## src/rtl/alu_multiply_sequencer.sv

```systemverilog
`default_nettype none
// ============================================================================
//  Module      : alu_multiply_sequencer (with definitions package alu_defs_pkg)
//  Description : Shift-and-add multiplier that borrows the shared ALU for every
//                add. Compile with MUL_SIGNED_EN for two's-complement operands.
//  Revision    : 1.0 - initial release
// ============================================================================

package alu_defs_pkg;
    localparam int DATA_WIDTH = 16;
    localparam int FUNC_WIDTH = 3;
    localparam logic [FUNC_WIDTH-1:0] FUNC_SET = 3'd0;
    localparam logic [FUNC_WIDTH-1:0] FUNC_ADD = 3'd1;
    localparam logic [FUNC_WIDTH-1:0] FUNC_SUB = 3'd2;
    localparam logic [FUNC_WIDTH-1:0] FUNC_ABS = 3'd3;
endpackage

module alu_multiply_sequencer
    import alu_defs_pkg::*;
(
    input  logic                  _clock,
    input  logic                  _reset,
    input  logic                  _start,
    input  logic [DATA_WIDTH-1:0] _multiplicand,
    input  logic [DATA_WIDTH-1:0] _multiplier,
    input  logic [DATA_WIDTH-1:0] _aluResult,
    output logic [DATA_WIDTH-1:0] aluValA,
    output logic [DATA_WIDTH-1:0] aluValB,
    output logic [FUNC_WIDTH-1:0] aluFuncCode,
    output logic                  busy,
    output logic                  done,
    output logic [DATA_WIDTH-1:0] product,
    output logic                  truncated
);

    localparam int CW = $clog2(DATA_WIDTH);
    localparam logic [CW-1:0] c_LAST = CW'(DATA_WIDTH - 1);

    localparam logic [2:0] S_IDLE  = 3'd0;
    localparam logic [2:0] S_RUN   = 3'd1;
    localparam logic [2:0] S_DONE  = 3'd2;
`ifdef MUL_SIGNED_EN
    localparam logic [2:0] S_ABS_A = 3'd3;
    localparam logic [2:0] S_ABS_B = 3'd4;
    localparam logic [2:0] S_NEG   = 3'd5;
    localparam logic [DATA_WIDTH-1:0] c_MIN = {1'b1, {(DATA_WIDTH-1){1'b0}}};
`endif

    logic [2:0]            r_state;
    logic [DATA_WIDTH-1:0] r_mcand;
    logic [DATA_WIDTH-1:0] r_mplier;
    logic [DATA_WIDTH-1:0] r_acc;
    logic [CW-1:0]         r_count;
    logic                  r_trunc;
    logic [DATA_WIDTH-1:0] r_product;
    logic                  r_truncated;
`ifdef MUL_SIGNED_EN
    logic                  r_negate;
`endif

    logic [DATA_WIDTH-1:0] w_accNext;
    logic                  w_truncNext;

    // ALU drive plus the next accumulator/truncation values for this cycle
    always_comb begin
        aluFuncCode = FUNC_SET;
        aluValA     = '0;
        aluValB     = '0;
        w_accNext   = r_acc;
        w_truncNext = r_trunc;
        case (r_state)
            S_RUN: begin
                aluFuncCode = FUNC_ADD;
                aluValA     = r_acc;
                aluValB     = r_mcand;
                if (r_mplier[0]) begin
                    w_accNext = _aluResult;
                    if (_aluResult < r_acc) w_truncNext = 1'b1;
                end
                // A set top bit about to leave mcand still has multiplier bits to meet
                if (r_mcand[DATA_WIDTH-1] && ((r_mplier >> 1) != '0)) w_truncNext = 1'b1;
            end
`ifdef MUL_SIGNED_EN
            S_ABS_A: begin
                aluFuncCode = FUNC_ABS;
                aluValA     = r_mcand;
            end
            S_ABS_B: begin
                aluFuncCode = FUNC_ABS;
                aluValA     = r_mplier;
            end
            S_NEG: begin
                if (r_negate) begin
                    aluFuncCode = FUNC_SUB;
                    aluValB     = r_acc;
                    w_accNext   = _aluResult;
                end
                // The most negative value is the only magnitude with the top bit set that fits
                if (r_acc[DATA_WIDTH-1] && !((r_acc == c_MIN) && r_negate)) w_truncNext = 1'b1;
            end
`endif
            default: ;
        endcase
    end

    always_ff @(posedge _clock) begin
        if (_reset) begin
            r_state     <= S_IDLE;
            r_mcand     <= '0;
            r_mplier    <= '0;
            r_acc       <= '0;
            r_count     <= '0;
            r_trunc     <= 1'b0;
            r_product   <= '0;
            r_truncated <= 1'b0;
`ifdef MUL_SIGNED_EN
            r_negate    <= 1'b0;
`endif
        end else begin
            case (r_state)
                S_IDLE: begin
                    if (_start) begin
                        r_mcand  <= _multiplicand;
                        r_mplier <= _multiplier;
                        r_acc    <= '0;
                        r_count  <= '0;
                        r_trunc  <= 1'b0;
`ifdef MUL_SIGNED_EN
                        r_negate <= _multiplicand[DATA_WIDTH-1] ^ _multiplier[DATA_WIDTH-1];
                        r_state  <= S_ABS_A;
`else
                        r_state  <= S_RUN;
`endif
                    end
                end
`ifdef MUL_SIGNED_EN
                S_ABS_A: begin
                    r_mcand <= _aluResult;
                    r_state <= S_ABS_B;
                end
                S_ABS_B: begin
                    r_mplier <= _aluResult;
                    r_state  <= S_RUN;
                end
                S_NEG: begin
                    r_acc       <= w_accNext;
                    r_trunc     <= w_truncNext;
                    r_product   <= w_accNext;
                    r_truncated <= w_truncNext;
                    r_state     <= S_DONE;
                end
`endif
                S_RUN: begin
                    r_acc    <= w_accNext;
                    r_trunc  <= w_truncNext;
                    r_mcand  <= r_mcand << 1;
                    r_mplier <= r_mplier >> 1;
                    r_count  <= r_count + 1'b1;
                    if (r_count == c_LAST) begin
`ifdef MUL_SIGNED_EN
                        r_state     <= S_NEG;
`else
                        r_product   <= w_accNext;
                        r_truncated <= w_truncNext;
                        r_state     <= S_DONE;
`endif
                    end
                end
                S_DONE:  r_state <= S_IDLE;
                default: r_state <= S_IDLE;
            endcase
        end
    end

    assign busy      = (r_state != S_IDLE) && (r_state != S_DONE);
    assign done      = (r_state == S_DONE);
    assign product   = r_product;
    assign truncated = r_truncated;

endmodule
`default_nettype wire

```

## config.mk

```make
export PLATFORM = sky130hd
export DESIGN_NAME = alu_multiply_sequencer
export DESIGN_NICKNAME = d
export VERILOG_FILES = /design/src/rtl/alu_multiply_sequencer.sv
export SDC_FILE = /design/constraint.sdc
export NUM_CORES = 1
export LEC_CHECK = 0
export ABC_AREA = 1
export CAP_MARGIN = 20
export CORE_UTILIZATION = 47
export DETAILED_ROUTE_END_ITERATION = 8
export PLACE_DENSITY = 0.9
export SLEW_MARGIN = 20
export SYNTH_ARGS = -nofsm -noshare
export SYNTH_HDL_FRONTEND = slang
export SYNTH_SLANG_ARGS = --single-unit
```

## constraint.sdc

```tcl
create_clock -name _clock -period 1.96 [get_ports _clock]
set_clock_uncertainty 0.15 [all_clocks]
set_input_delay 0.196 -clock _clock [delete_from_list [all_inputs] [get_ports _clock]]
set_output_delay 0.196 -clock _clock [all_outputs]
set_load 0.01 [all_outputs]
```

==> run summary <==
Mean Syn Cell Area: 7.80 sq um
Hold Slack: 0.158 ns
Yosys warning count: 0
largest net degree at the start of global routing: 35
number of global-route vias before repair: 3512
top sig layer: met4
Post-synth EDFFs: 0
Vert. Die Dim: 88.9 um
CP Capture Type: primary output
Die Wd: 88.9 um
share of cells above drive strength 1: 10.0%
initial antenna violation count: 0
Boundary Pins: 105
RSZ-0062 raised after global routing: false
hold depth: 3
clock buffer count from CTS: 9
Initial Util: 48.7%
Port Buf Inserts: 102
Yosys cell types: 34
Fmax: 550 MHz
total area of multi-input combinational cells: 1670 sq um
# Post-CTS Setup Buffers: 0
clock group share of total power: 29.7%
crit start category: flop
core footprint: 7290 sq um
Seq/Total Area, Yosys: 40.6%
max-cap violation count: 0
final wirelength: 9440 um
Flop pwr share: 46.8%
synthesized area: 3550 sq um
CTS Root Cell: clkbuf_8
Power Density: 708 nW/um^2
NumNets Final: 621
die area: 7900 sq um
top cell type's share of synthesized area: 40.6%
overall power: 3.41 mW
first-pass GRT wire length: 15400 um
Clock Latency Late Sink: 0.35 ns
P&R area growth vs syn: 35.6%
status: completed
dpl cells: 642
Net Switching: 1.02 mW
Post-Synthesis Cells: 455
slew margin rel.: 63.9%
Synth async-reset ratio: 0%
critical-path cell list: inv_2 -> nand2_4 -> inv_4 -> clkdlybuf4s50_1
critical path's largest stage delay: 0.55 ns
# rows: 31
H-tree depth: 3
cell with the most instances after synthesis: nand2_1
Post-CTS Hold Buffers: 0
Pleak: 2.13 nW
WP data required: 1.61 ns
met3 WL: 857 um
GRT Total Usage: 25.5%
Synth Flop Type: dfxtp_1
Final Cycle Share: 92.7%
Residual DRC: 0
WL met2: 4680 um
combinational share of power: 23.4%
# fillers: 621
final hold vios: 0
FF+latch count, synth: 72
total gr overflow: 0
clk slew on worst S/H paths: 0.07 ns
top cells by count, synth: nand2_1 (74), dfxtp_1 (72), inv_1 (60)
min Tclk post-route: 1.82 ns
CP Class: flop to primary output
via/cell ratio: 5.28
CP Max Fanout: 8
Final Setup Violations: 0
# clock sinks: 72
Hold Crit Class: input pin to flop
Slowest cell on crit path: clkdlybuf4s50_1
Synth area leader: dfxtp_1
maximum clock path buffer count: 2
CTS tree: done
routed via count: 3471
VDD IR max: 0.395 mV
Worst EP arrival: 1.47 ns
RD Place Congestion: 0.889
met1 wire length: 3740 um
antenna-violating nets left: 0
switch share: 30.1%
HPWL Detailed: 6920 um
Max Slew Vio Count: 0
Power Internal: 2.38 mW
R2R cell count: 9
Least-Margin Pin Slew: 0.537 ns
register area: 1440 sq um
post-layout util: 66.0%
Post-Layout Cell Count: 658
ANT cells: 0
Pre-antenna DRT Iters: 4
Iteration-0 DRC Markers: 133
top post-synthesis cells by area: dfxtp_1 (41%), nand2_1 (7.8%), inv_1 (6.3%), ha_1 (5.6%), nor2_1 (5.6%)
wire per inst: 14.3 um
[power groups by stage]
stage                     combinational (mW)  sequential (mW)  clock (mW)
after floorplan                        0.496             1.62           0
after global placement                 0.779             1.62           0
after detailed placement               0.804             1.63           0
after CTS                              0.800             1.59        1.03
after global routing                   0.882             1.60        1.12
final                                  0.799             1.60        1.01
[critical path: cells and delay by family (launching register included)]
family	cells	cell delay (ns)
flip-flops	1	0.31
buffers and inverters	3	0.74
AND/OR/NAND/NOR	1	0.08
[metrics by stage]
stage | instance area (sq um) | TNS, ns | worst slack, ns
floorplan | 3550 | 0 | 0.475
global placement | 4670 | 0 | 0.0927
detailed placement | 4670 | -0.0436 | -0.0436
CTS | 4810 | 0 | 0.000143
global route | 4810 | 0 | 0.0200
finish | 4810 | 0 | 0.142
[cell usage in the layout (no fill, tap or decap), types with 4 or more instances in the layout]
master	n
a21oi_1	26
inv_1	59
clkdlybuf4s50_1	69
a22oi_1	5
nand2_1	74
a31oi_1	4
nand3_1	14
ha_1	16
dfxtp_1	71
nor2_1	53
inv_2	6
dlygate4sd2_1	29
o22ai_1	25
buf_4	7
o221ai_1	5
a211oi_2	13
clkbuf_8	10
o21ai_0	28
o21ai_1	4
buf_12	6
[final timing paths]
kind / from / slack, ns / end
hold reg to reg: r_trunc / 0.31 / r_trunc
setup / recovery: r_state[1] / 0.14 / aluFuncCode[0]
setup reg to reg: r_acc[15] / 0.19 / truncated
hold / removal: _reset / 0.16 / r_mcand[15]
[state kept, by name, indices dropped and copies added, names as in the netlist]
name / flops
truncated: 1
product: 16
r_acc: 16
r_mplier: 16
r_count: 4
r_mcand: 16
r_state: 2
r_trunc: 1
[cell type report]
class | instances | share of cell area, %
clock buffers | 13 | 3.09
clock inverters | 3 | 0.364
inverters | 67 | 5.28
multi-input cells | 289 | 34.6
flip-flops and latches | 72 | 30.0
well taps | 99 | 2.57
repair buffers | 115 | 24.1
[timing repair]
action | in CTS | in global routing
endpoints found under the setup margin | 32 | 3
pin swaps | 0 | 0
resized for setup | 32 | 3
[routing by layer]
metal  track usage, %  vias up
li1                 -     1710
met1             29.2     1606
met3             6.74       16
met4             10.9        0
met2             45.1      139
met5                0        -
[cells by family after synthesis]
group | Yosys count | share of synthesized area (%)
AO/OA/AOI/OAI | 118 | 22.3
adder cells (fa/ha/maj) | 16 | 5.64
buffers and inverters | 95 | 12.5
flip-flops | 72 | 40.6
other | 1 | 0.106
AND/OR/NAND/NOR | 153 | 18.8
No activity file was read; power rests on OpenSTA's default activity.
